`config.mk`:
```
export PLATFORM = sky130hd
export DESIGN_NAME = alien_row
export DESIGN_NICKNAME = d
export VERILOG_FILES = /design/src/rtl/alien_pkg.sv /design/src/rtl/alien_sprite_rom.sv /design/src/rtl/alien_row.sv
export SDC_FILE = /design/constraint.sdc
export NUM_CORES = 1
export LEC_CHECK = 0
export ABC_AREA = 1
export CORE_MARGIN = 4
export CORE_UTILIZATION = 50
export DETAILED_ROUTE_END_ITERATION = 6
export PLACE_DENSITY = 0.75
export SYNTH_ARGS = -nofsm -noshare
export SYNTH_HDL_FRONTEND = slang
export SYNTH_SLANG_ARGS = --single-unit
```
`constraint.sdc`:
```
create_clock -name clk -period 6.5 [get_ports clk]
set_input_delay 1.3 -clock clk [delete_from_list [all_inputs] [get_ports clk]]
set_output_delay 1.3 -clock clk [all_outputs]
set_load 0.01 [all_outputs]
```
`src/rtl/alien_pkg.sv`:
```
// Shared constants, direction type and sprite bitmaps for the alien_row sprite generator.
// Both poses are stored here; only pose 0 is addressed unless ALIEN_ANIM_EN is defined.
package alien_pkg;

  localparam int unsigned H_RES      = 640;
  localparam int unsigned V_RES      = 480;
  localparam int unsigned TICK_ROW   = 480;
  localparam int unsigned SPRITE_W   = 32;
  localparam int unsigned SPRITE_H   = 24;
  localparam int unsigned NUM_ALIENS = 5;

  typedef enum logic {
    DIR_RIGHT = 1'b0,
    DIR_LEFT  = 1'b1
  } dir_t;

  // Row 0 listed first; bit index within a row is the sprite column.
  typedef logic [0:SPRITE_H-1][SPRITE_W-1:0] bitmap_t;

  localparam bitmap_t SPRITE_POSE0 = {
    32'h00000000, 32'h00000000, 32'h00300C00, 32'h00300C00,
    32'h000C3000, 32'h000C3000, 32'h00FFFF00, 32'h00FFFF00,
    32'h03CFF3C0, 32'h03CFF3C0, 32'h0FFFFFF0, 32'h0FFFFFF0,
    32'h0FFFFFF0, 32'h0FFFFFF0, 32'h0CFFFF30, 32'h0CFFFF30,
    32'h0CC00330, 32'h0CC00330, 32'h003C3C00, 32'h003C3C00,
    32'h00000000, 32'h00000000, 32'h00000000, 32'h00000000
  };

  localparam bitmap_t SPRITE_POSE1 = {
    32'h00000000, 32'h00000000, 32'h00C00300, 32'h00C00300,
    32'h000C3000, 32'h000C3000, 32'h00FFFF00, 32'h00FFFF00,
    32'h03CFF3C0, 32'h03CFF3C0, 32'h0FFFFFF0, 32'h0FFFFFF0,
    32'h0FFFFFF0, 32'h0FFFFFF0, 32'h0CFFFF30, 32'h0CFFFF30,
    32'h0C300C30, 32'h0C300C30, 32'h30000003, 32'h30000003,
    32'h00000000, 32'h00000000, 32'h00000000, 32'h00000000
  };

endpackage

```
`src/rtl/alien_sprite_rom.sv`:
```
// Combinational sprite bitmap lookup shared by all aliens of a row.
module alien_sprite_rom
  import alien_pkg::*;
(
  input  logic       i_pose,
  input  logic [4:0] i_row,
  input  logic [4:0] i_col,
  output logic       o_bit
);

  always_comb begin
    o_bit = 1'b0;
    if (32'(i_row) < SPRITE_H) begin
      o_bit = i_pose ? SPRITE_POSE1[i_row][i_col] : SPRITE_POSE0[i_row][i_col];
    end
  end

endmodule

```
`src/rtl/alien_row.sv`:
```
// One marching row of five invaders: formation position, pixel hit test and landing flag.
// Define ALIEN_ANIM_EN to add a two-pose walk animation that flips on every move step.
module alien_row
  import alien_pkg::*;
#(
  parameter int unsigned Y_START     = 64,
  parameter int unsigned X_START     = 96,
  parameter int unsigned SPACING     = 64,
  parameter int unsigned STEP_X      = 4,
  parameter int unsigned STEP_FRAMES = 8,
  parameter int unsigned DROP        = 16,
  parameter int unsigned LOSE_Y      = 400,
  parameter logic [3:0]  COLOR       = 4'hF
)(
  input  logic        clk,
  input  logic        rst,
  input  logic [11:0] pixel_row,
  input  logic [11:0] pixel_column,
  output logic [3:0]  alien_output,
  output logic        alien1_active,
  output logic        alien2_active,
  output logic        alien3_active,
  output logic        alien4_active,
  output logic        alien5_active,
  output logic        loser
);

  localparam int unsigned       STEP_W     = (STEP_FRAMES > 1) ? $clog2(STEP_FRAMES) : 1;
  localparam logic [STEP_W-1:0] STEP_LAST  = STEP_W'(STEP_FRAMES - 1);
  localparam logic [11:0]       RIGHT_SPAN = 12'((NUM_ALIENS - 1) * SPACING + SPRITE_W + STEP_X);

  logic [11:0]       r_x_pos, r_y_pos, w_x_nxt, w_y_nxt;
  dir_t              r_dir, w_dir_nxt;
  logic [STEP_W-1:0] r_step, w_step_nxt;
  logic              r_loser, w_loser_nxt;
  logic              w_tick, w_move, w_pose;

  assign w_tick = (pixel_row == 12'(TICK_ROW)) && (pixel_column == '0);

  always_comb begin
    w_x_nxt     = r_x_pos;
    w_y_nxt     = r_y_pos;
    w_dir_nxt   = r_dir;
    w_step_nxt  = r_step;
    w_move      = 1'b0;
    w_loser_nxt = r_loser | ((r_y_pos + 12'(SPRITE_H)) >= 12'(LOSE_Y));
    if (w_tick && !r_loser) begin
      if (r_step == STEP_LAST) begin
        w_step_nxt = '0;
        w_move     = 1'b1;
      end else begin
        w_step_nxt = r_step + STEP_W'(1);
      end
    end
    if (w_move) begin
      if (r_dir == DIR_RIGHT) begin
        if ((r_x_pos + RIGHT_SPAN) > 12'(H_RES)) begin
          w_dir_nxt = DIR_LEFT;
          w_y_nxt   = r_y_pos + 12'(DROP);
        end else begin
          w_x_nxt = r_x_pos + 12'(STEP_X);
        end
      end else begin
        if (r_x_pos < 12'(STEP_X)) begin
          w_dir_nxt = DIR_RIGHT;
          w_y_nxt   = r_y_pos + 12'(DROP);
        end else begin
          w_x_nxt = r_x_pos - 12'(STEP_X);
        end
      end
    end
  end

  always_ff @(posedge clk) begin
    if (!rst) begin
      r_x_pos <= 12'(X_START);
      r_y_pos <= 12'(Y_START);
      r_dir   <= DIR_RIGHT;
      r_step  <= '0;
      r_loser <= 1'b0;
    end else begin
      r_x_pos <= w_x_nxt;
      r_y_pos <= w_y_nxt;
      r_dir   <= w_dir_nxt;
      r_step  <= w_step_nxt;
      r_loser <= w_loser_nxt;
    end
  end

`ifdef ALIEN_ANIM_EN
  logic r_pose;
  always_ff @(posedge clk) begin
    if (!rst) begin
      r_pose <= 1'b0;
    end else if (w_move) begin
      r_pose <= ~r_pose;
    end
  end
  assign w_pose = r_pose;
`else
  assign w_pose = 1'b0;
`endif

  logic [11:0]           w_left [NUM_ALIENS];
  logic [NUM_ALIENS-1:0] w_in_box, w_active;
  logic                  w_row_hit, w_hit, w_bit;
  logic [4:0]            w_dx, w_dy;

  // Boxes never overlap, so the first matching box supplies the single ROM column.
  always_comb begin
    w_in_box  = '0;
    w_dx      = '0;
    w_hit     = 1'b0;
    w_dy      = 5'(pixel_row - r_y_pos);
    w_row_hit = (pixel_row < 12'(V_RES)) && (pixel_row >= r_y_pos) &&
                (pixel_row < (r_y_pos + 12'(SPRITE_H)));
    for (int unsigned i = 0; i < NUM_ALIENS; i++) begin
      w_left[i]   = r_x_pos + 12'(i * SPACING);
      w_in_box[i] = w_row_hit && (pixel_column >= w_left[i]) &&
                    (pixel_column < (w_left[i] + 12'(SPRITE_W)));
      if (w_in_box[i] && !w_hit) begin
        w_hit = 1'b1;
        w_dx  = 5'(pixel_column - w_left[i]);
      end
    end
  end

  alien_sprite_rom u_rom (
    .i_pose (w_pose),
    .i_row  (w_dy),
    .i_col  (w_dx),
    .o_bit  (w_bit)
  );

  assign w_active      = w_in_box & {NUM_ALIENS{w_bit}};
  assign alien1_active = w_active[0];
  assign alien2_active = w_active[1];
  assign alien3_active = w_active[2];
  assign alien4_active = w_active[3];
  assign alien5_active = w_active[4];
  assign alien_output  = (|w_active) ? COLOR : '0;
  assign loser         = r_loser;

endmodule

```
==> results of run 1 <==
==> registers in the layout (all words and copies together), names as in the netlist <==
| name | flops |
|---|---|
| r_dir | 1 |
| r_step | 3 |
| loser | 1 |
| r_y_pos | 8 |
| r_x_pos | 10 |
==> cell type report <==
type,count,area (sq um)
Fill cell,931,3993
Multi-Input combinational cell,588,3979
Sequential cell,23,464.2
Timing Repair Buffer,39,380.4
Inverter,92,345.3
Tap cell,129,161.4
Clock buffer,3,41.29
Clock inverter,1,7.507
==> power breakdown <==
| part | leakage [nW] | internal [mW] | total, mW | switching, mW |
|---|---|---|---|---|
| sequential | 0.186 | 0.141 | 0.141 | 0.00000000173 |
| clock | 0.0217 | 0.0435 | 0.0947 | 0.0512 |
| combinational | 2.25 | 0.0508 | 0.125 | 0.0741 |
==> per-stage QoR <==
stage | util | instance area [sq um] | setup slack (ns) | power, mW | hold slack [ns]
finish | 0.5740 | 5379 | 0.3057 | 0.3603 | 0.5365
global placement | 0.5678 | 5321 | 0.4979 | 0.2632 | 0.5002
CTS | 0.5730 | 5370 | 0.02777 | 0.3622 | 0.5409
floorplan | - | 4880 | 1.632 | 0.2220 | 0.4811
detailed placement | 0.5678 | 5321 | 0.3419 | 0.2675 | 0.5220
global route | 0.5740 | 5379 | 0.04792 | 0.3835 | 0.5598
==> layer usage <==
layer | global-route usage | routed length (microns) | share of wire
met4 | 0.06484 | 275 | 0.021
met3 | 0.01927 | 648 | 0.050
met5 | 0 | 0 | 0
met2 | 0.3795 | 5968 | 0.46
met1 | 0.3124 | 6153 | 0.47
==> cells in the final DEF, fill, tap and decap left out, drive strengths merged, types with 3 or more instances in the layout <==
cell type,instances
xor2,35
or2,4
nor4,6
nor3,19
o21ai,40
buf,4
a211oi,3
nand3b,3
ha,97
clkbuf,3
clkdlybuf4s50,35
xnor2,9
nand4,14
a31oi,3
a21o,6
dfxtp,23
a21oi,44
nor2,73
nand2,164
clkinv,4
nor3b,3
nand3,46
o211ai,4
inv,88
==> logic make-up after synthesis <==
group,synth area share
AO/OA/AOI/OAI,0.1336
adder cells (fa/ha/maj),0.2528
XOR/XNOR,0.07897
buffers and inverters,0.09128
flip-flops,0.09436
AND/OR/NAND/NOR,0.3490
==> worst reg2reg max path: cells and delay by family, from the launching register on <==
| kind | cells | cell delay (ns) |
|---|---|---|
| AND/OR/NAND/NOR | 9 | 1.03 |
| flip-flops | 1 | 0.51 |
| buffers and inverters | 3 | 0.41 |
| AO/OA/AOI/OAI | 3 | 0.36 |
| adder cells (fa/ha/maj) | 1 | 0.21 |
| XOR/XNOR | 1 | 0.15 |
==> final timing paths <==
check / start / to / slack [ns]
max reg2reg: r_x_pos[5] / r_x_pos[6] / 3.68
min reg2reg: r_y_pos[10] / r_y_pos[10] / 0.54
min: r_y_pos[10] / r_y_pos[10] / 0.54
max: r_x_pos[7] / alien3_active / 0.31
==> results.md, run 1 <==
Routing:
- The detail route stage leaves a number of antenna-violating nets equal to 0.
- The overall routed net length is 13050 microns.
- In the final routed layout, each cell accounts on average for around 15 microns.
- The number of vias in the routed layout is 4802.
- For this run, design rule violations remaining after detail routing come to 0.
- The number of search-and-repair iterations in the first detailed-routing pass is 5.
- The ratio of routed vias to standard cells is 5.488.
- After the first detailed-routing iteration, the DRC count stood at around 250.

Logic synthesis:
- By count the netlist is led by 144 x nand2_1, 97 x ha_1, 78 x inv_1.
- Synthesis produced 719 cells.
- The area share of the largest cell type after synthesis is 0.2487.
- After synthesis the netlist holds a flip-flop and latch count of 23.
- The count of warnings emitted by yosys is 0.
- In this run, synthesis inferred 0 flip-flops with an integrated enable.
- In the synthesized netlist the dominant register cell turns out to be dfxtp_1.
- The netlist area before placement is 0.004880 sq mm.
- The biggest area contributor in the post-synthesis netlist is ha_1.
- Each instance of the synthesized netlist takes up on average 6.787 sq um.
- The unique cell type count in the Yosys netlist is 55.
- The net count after synthesis is 843.
- The share of the yosys chip area belonging to registers is 0.09436.
- Ranked by total cell area, the synthesized netlist is headed by ha_1 25%, nand2_1 11%, dfxtp_1 9.4%, xor2_1 6.3%, inv_1 6.0%.
- Among all cell types in the netlist, the one instantiated most often is nand2_1.
- The share of flip-flops with an asynchronous set or reset after synthesis is 0.

Placed design:
- Port buffering added 35 buffers.
- After detailed placement, the design holds a cell count of 871.
- The placer congestion estimate is 0.9086.
- The HPWL reported at the end of detailed placement is ~11000 microns.

STA:
- The clock period minus final worst setup slack is between 6 and 7 ns.
- The worst pin sits at a relative slew slack of 0.4274.
- The final hold violation count is 0.
- The worst setup skew after layout is between 0.005 and 0.006 ns.
- The max-slew violation count came to 0.
- Setup repair after global routing left no endpoint under its margin.
- The highest attainable clock frequency is 0.1614 GHz.
- Summed over all failing endpoints, the final setup total negative slack is 0 ns.
- The actual slew at the worst max-slew pin is 0.8519 ns.
- Setup violations remaining at the end of the flow were counted as 0.
- The share of the clock period used by the worst path after layout is 0.9530.

Critical path:
- The maximum fanout count along the critical path is 11.
- The critical path is of the flop to output port type.
- The signal on the critical path passes through inv_1, ha_1, xor2_1, nor3_2, nor3b_1, xor2_1, ha_1, a21oi_1, a21boi_0, nand3_1, nor2_2, o21ai_2, nand2_1, nor2_4, nand2_4, nand3_1, nand2_1, nand3_1, nand2_2, nand3_4, nor2_2, clkdlybuf4s50_1.
- The path depth of the worst reg2reg path is 17.
- For the worst setup path, the data arrival time is between 4 and 5 ns.
- The sort of element at the start of the critical path is a flop.
- The data required time of the critical path is around 5.2 ns.
- The slowest stage of the critical path is the clkdlybuf4s50_1 cell.
- The critical path depth is 22.
- The number of buffer and inverter stages on the critical path is 2.
- The type of element capturing the critical path is an output port.
- The largest delay contributor family on the critical path is simple AND/OR/NAND/NOR gates.
- The maximum single-stage delay on the critical path is 0.54 ns.
- The cell that appears most often on the critical path is nand3_1.

Finish:
- The fraction of final layout cells with drive strength greater than 1 is 0.1126.
- The synthesis-to-layout area growth is 10.23%.
- At the end of the flow, the number of nets in the layout was 871.
- Once layout is complete, the cells apart from fillers number 875.
- The antenna diode instance count is 0.

Clocking:
- The clock transition at the registers of the reported paths is 0.09 ns.
- The CTS buffer count is 3.
- The number of hold-repair buffers added at the cts stage is 0.
- The clock passes through at most 2 buffers.
- CTS built an H-tree with a depth of 1.
- The TritonCTS clock tree is built.
- The clock root buffer is clkbuf_8.
- Once the clock tree was built, the setup fixing pass inserted 0 buffers.
- Once the clock tree was built, the resizer swapped 0 gates to a different size.
- The clock latency reported for the late side of the worst-skew pair is 0.27 ns.
- The total clock sinks is 23.

Die:
- The core area is 0.009371 sq mm.
- The die area is 0.01140 sq mm.
- Pin placement for this block handled 36 I/O pins.
- The initial cell density of the core is 0.5207.
- After floorplanning, the core was divided into 35 placement rows.
- The floorplan step set the die height to 106.8 microns.
- The die width is 106.8 microns.

Power:
- VDD sags by at most 0.00008386 V.
- For this design the ratio of total power to cell area is between 60 and 70 mW/mm^2.
- The analysis attributes to cell leakage a power of 2.454 nW.

Global route:
- The global-route usage over all layers is 0.2273.
- The number of antenna violations at the first check in global routing is 0.
- The maximum number of pins on one net before global-route repair is 20.
- The number of global-route vias before repair was 4554.
- Global routing finished with a remaining overflow of 0.
- The first global-routing pass estimated around 22000 microns of wire.

Worst hold path:
- In this run the worst hold path is classified as flop to flop.
- Along the worst hold path, the cell count comes to 2.

Flow run:
- The number of violations of the max-capacitance limit is 0.

Outcome:
- The run finished with clean final reports.
(Power assumes the default switching activity.)
==> run 2: changes to the inputs <==
--- a/config.mk
+++ b/config.mk
@@ -5,11 +5,11 @@
 export SDC_FILE = /design/constraint.sdc
 export NUM_CORES = 1
 export LEC_CHECK = 0
-export ABC_AREA = 1
 export CORE_MARGIN = 4
 export CORE_UTILIZATION = 50
 export DETAILED_ROUTE_END_ITERATION = 6
 export PLACE_DENSITY = 0.75
+export SLEW_MARGIN = 0
 export SYNTH_ARGS = -nofsm -noshare
 export SYNTH_HDL_FRONTEND = slang
 export SYNTH_SLANG_ARGS = --single-unit
==> run 2 against run 1 <==
Against the previous run:
- global-route usage is 0.72 points higher
- combinational power shrank 15%
- synthesized cell count is 22% lower
- core utilization grew 0.78 points
- routed wire length is 9.3% lower
- worst setup slack improved by 0.12 ns
- cell count is 21% lower
- clock skew is 0.00075 ns lower
- synthesized area down 9.9%
- register-to-register slack lost 0.52 ns
- critical endpoint is now alien_output[0]
- largest power group unchanged
- highest routed layer unchanged
==> results.md, run 2 <==
Logic synthesis:
- The flip-flop and latch count after synthesis came to 23 (unchanged).
- The post-synthesis instance total is 559 (was 719).
- The area fraction in compound gates after synthesis was 0.2066 (was 0.1336).
- The count of warnings emitted by yosys is 0 (unchanged).
- Top cell types by occurrence after synthesis: 97 x ha_1, 55 x nand2_1, 37 x a21oi_1 (was 144 x nand2_1, 97 x ha_1, 78 x inv_1).
- The netlist area before placement is 0.004397 sq mm (was 0.004880 sq mm).
- The XOR/XNOR share of the synthesized area is 0.08765 (was 0.07897).
- The commonest register cell after synthesis is dfxtp_1 (unchanged).
- The largest area contributor in the netlist is ha_1 (unchanged).
- The count of flip-flops with a built-in enable after synthesis came to 0 (unchanged).
- The most frequent cell after synthesis is ha_1 (was nand2_1).
- The synthesized-area fraction occupied by adder cells was 0.2806 (was 0.2528).
- The net count after synthesis is 683 (was 843).
- The largest family of logic cells by synthesized area is adder cells (was simple AND/OR/NAND/NOR gates).
- The share of flip-flops with an asynchronous set or reset after synthesis is 0 (unchanged).
- The area fraction in and, or, nand and nor cells after synthesis was 0.2220 (was 0.3490).
- The share of the yosys chip area belonging to registers is 0.1047 (was 0.09436).
- The average size of a mapped cell is 7.865 sq um (was 6.787 sq um).
- The share of synthesized area spent on multiplexers is 0.04411 (was 0).
- Ranking of synthesized cells by area: ha_1 28%, dfxtp_1 10%, xnor2_1 6.4%, nand2_1 4.7%, a21oi_1 4.2% (was ha_1 25%, nand2_1 11%, dfxtp_1 9.4%, xor2_1 6.3%, inv_1 6.0%).
- The unique cell type count in the Yosys netlist came to 71 (was 55).
- The area share of the largest cell type after synthesis is 0.2760 (was 0.2487).

Finish:
- The register with the most flip-flops is r_x_pos (unchanged).
- Top library cells by usage in the layout, fill and taps aside: 97 x ha_1, 55 x nand2_1, 37 x a21oi_1 (was 144 x nand2_1, 97 x ha_1, 78 x inv_1).
- The fraction of final layout cells with drive strength greater than 1 is 0.04983 (was 0.1126).
- The flip-flop count of the largest register, all copies and words added is 10 (unchanged).
- Registers with the highest flip-flop counts: r_x_pos (10), r_y_pos (8), r_step (3) (unchanged).
- The count of filler cells inserted in the layout is 790 (was 931).
- The synthesis-to-layout area growth came to 10.90% (was 10.23%).
- The final cell area excluding filler cells came to 0.004876 sq mm (was 0.005379 sq mm).
- The antenna diode instance count is 0 (unchanged).
- The final standard cell utilization of the core was 0.5817 (was 0.5740).
- The total number of nets in the final design is 707 (was 871).
- The most frequent standard cell in the layout excluding fill and tap cells is ha_1 (was nand2_1).

Die:
- The count of boundary I/O pins came to 36 (unchanged).
- The row count is 33 (was 35).
- The core area is 0.008382 sq mm (was 0.009371 sq mm).
- The initial cell density of the core is 0.5246 (was 0.5207).
- The die width was 101.8 microns (was 106.8 microns).
- The y dimension of the die is 101.8 microns (was 106.8 microns).
- The die area is 0.01036 sq mm (was 0.01140 sq mm).

Clocking:
- The clock latency reported for the late side of the worst-skew pair is 0.27 ns (about the same).
- The number of H-tree levels is 1 (unchanged).
- The clock root buffer was clkbuf_8 (unchanged).
- The number of resized instances in the post-cts repair step was 0 (unchanged).
- The number of hold-repair buffers added at the cts stage is 0 (unchanged).
- The CTS buffer count is 3 (unchanged).
- The clock transition at the registers of the reported paths is 0.09 ns (about the same).
- The maximum number of buffers from clock root to sink is 2 (unchanged).
- The total clock sinks is 23 (unchanged).
- The TritonCTS clock tree is built (unchanged).
- The number of buffers inserted to repair setup after CTS came to 0 (unchanged).

Placed design:
- The placer congestion estimate is 0.8895 (was 0.9086).
- The number of buffers inserted by port buffering is 35 (unchanged).
- The total placed instance area is 0.004827 sq mm (was 0.005321 sq mm).
- The HPWL reported at the end of detailed placement was 9590 microns (was 10810 microns).

Critical path:
- The data required time of the critical path is 5.20 ns (about the same).
- The type of element capturing the critical path is an output port (unchanged).
- The data arrival at the endpoint of the critical path is 4.77 ns (was 4.89 ns).
- The maximum fanout count along the critical path was 9 (was 11).
- The sort of element at the start of the critical path is an input port (was flop).
- The maximum single-stage delay on the critical path is 0.60 ns (was 0.54 ns).
- The critical path start-end classification is input port to output port (was flop to output port).
- The highest-delay cell along the critical path was clkdlybuf4s50_1 (unchanged).
- Cell Chain, Critical Path: clkdlybuf4s50_1, inv_1, ha_1, nor3_1, o21ai_0, o221a_2, or4_1, a21oi_1, nand4b_1, a41oi_1, clkdlybuf4s50_1 (was inv_1, ha_1, xor2_1, nor3_2, nor3b_1, xor2_1, ha_1, a21oi_1, a21boi_0, nand3_1, nor2_2, o21ai_2, nand2_1, nor2_4, nand2_4, nand3_1, nand2_1, nand3_1, nand2_2, nand3_4, nor2_2, clkdlybuf4s50_1).
- The most repeated library cell on the critical path is clkdlybuf4s50_1 (was nand3_1).
- The number of buffer and inverter stages on the critical path is 3 (was 2).
- The largest delay contributor family on the critical path was buffers and inverters (was simple AND/OR/NAND/NOR gates).

Global route:
- The first-pass GRT wire length came to 19940 microns (was 21520 microns).
- The number of global-route vias before repair is 4198 (was 4554).
- The global-route usage over all layers is 0.2345 (was 0.2273).
- The met2 global-route usage came to 0.4205 (was 0.3795).
- The maximum number of pins on one net before global-route repair is 30 (was 20).
- The most utilized layer in the global route result is met2 (unchanged).
- The met1 usage in global routing is 0.3022 (was 0.3124).
- The fraction of met3 tracks used by global routing came to 0.02410 (was 0.01927).
- The leftover overflow at the end of global routing came to 0 (unchanged).
- The number of antenna violations at the first check in global routing is 0 (unchanged).

Power:
- The maximum VDD drop came to 0.00008314 V (was 0.00008386 V).
- The leakage power is 1.917 nW (was 2.454 nW).
- The power density over the cells is 70.28 mW/mm^2 (was 66.98 mW/mm^2).
- The total power consumption of the routed design came to 0.3427 mW (was 0.3603 mW).

STA:
- The final hold violation count was 0 (unchanged).
- The worst setup skew after layout was 0.004541 ns (was 0.005290 ns).
- The worst-case headroom to the max-slew limit was 0.3182 (was 0.4274).
- The max-slew violation count came to 0 (unchanged).
- The clock period minus final worst setup slack was 6.072 ns (was 6.194 ns).
- The actual slew at the worst max-slew pin was 1.020 ns (was 0.8519 ns).
- The count of endpoints failing setup in the final report is 0 (unchanged).
- The setup total negative slack is 0 ns (unchanged).
- The share of the clock period used by the worst path after layout was 0.9341 (was 0.9530).
- Unrepaired setup endpoints after global routing: false (unchanged).
- The highest attainable clock frequency is 0.1647 GHz (was 0.1614 GHz).

Routing:
- The overall routed net length is 11830 microns (was 13050 microns).
- The number of search-and-repair iterations in the first detailed-routing pass is 5 (unchanged).
- The number of vias in the routed layout is 4227 (was 4802).
- The remaining antenna violation count is 0 (unchanged).
- The number of design-rule violations left by the first detailed-router iteration is 249 (unchanged).
- The detailed-route DRC error count is 0 (unchanged).
- The ratio of routed vias to standard cells is 6.153 (was 5.488).
- The average wire per cell in the routed design is 17.22 microns (was 14.91 microns).

Worst hold path:
- The worst hold-check path type was flop to flop (unchanged).

Outcome:
- Outcome: finished clean (unchanged).

Flow run:
- The number of violations of the max-capacitance limit came to 0 (unchanged).
[run 2: cell types whose count changed after synthesis, sizes merged, moves of 9 or more]
| cell | delta |
|---|---|
| nor2b | +9 |
| xnor2 | +23 |
| xor2 | -23 |
| nand2 | -108 |
| nor2 | -49 |
| inv | -54 |
| nand3 | -24 |
| clkbuf | +9 |
| mux2i | +16 |
| o21ai | -20 |
[run 2: kinds of logic (layout without fill, tap and decap cells)]
kind of cell,Yosys count,count (layout)
adders and majority gates,98,98
and+or+nand+nor,189,189
muxes,19,19
xor gates and xnor gates,44,44
buffers and inverters,59,82
DFF,23,23
AOI/OAI and AO/OA,127,127
[run 2: final cells by class]
cell class / instances / area (sq um) / share of cell area
Inverter: 36 / 135.1 / 0.02771
Multi-Input combinational cell: 477 / 3697 / 0.7583
Timing Repair Buffer: 42 / 402.9 / 0.08263
Clock buffer: 3 / 41.29 / 0.008468
Sequential cell: 23 / 460.4 / 0.09443
Clock inverter: 1 / 7.507 / 0.001540
Tap cell: 105 / 131.4 / 0.02694
[run 2: per-stage QoR]
| step | setup slack, ns | hold WS, ns | instances |
|---|---|---|---|
| 6_report | 0.4283 | 0.4620 | 687 |
| 5_1_grt | 0.2076 | 0.4953 | 687 |
| 4_1_cts | 0.4231 | 0.4685 | 687 |
| 3_5_place_dp | 0.4346 | 0.4550 | 683 |
| 3_3_place_gp | 0.6149 | 0.4428 | 683 |
| 2_1_floorplan | 1.638 | 0.4347 | 559 |
[run 2: final timing paths]
kind	startpoint	endpoint	slack, ns	depth (start not counted)
min	r_y_pos[11]	r_y_pos[11]	0.46	2
max reg2reg	r_x_pos[5]	r_y_pos[6]	3.16	9
max	pixel_row[4]	alien_output[0]	0.43	11
min reg2reg	r_y_pos[11]	r_y_pos[11]	0.46	2
[run 2: power breakdown]
| group | internal, mW | switching, mW |
|---|---|---|
| clock | 0.0435 | 0.0524 |
| combinational | 0.0490 | 0.0570 |
| sequential | 0.141 | 0.000000000732 |
[run 2: worst reg2reg max path: cells and delay by family, from the launching register on]
kind,cells,cell delay (ns)
xor+xnor,1,0.15
buf+inv,1,0.28
mux,1,0.38
flops,1,0.66
fa+ha+maj,1,0.27
simple gates,2,0.55
compound gates,3,0.94
[run 2: metal layers]
| layer | wire [microns] | share of wire |
|---|---|---|
| met5 | 0 | 0 |
| met4 | 169 | 0.014 |
| met3 | 505 | 0.043 |
| met2 | 5704 | 0.48 |
| met1 | 5453 | 0.46 |
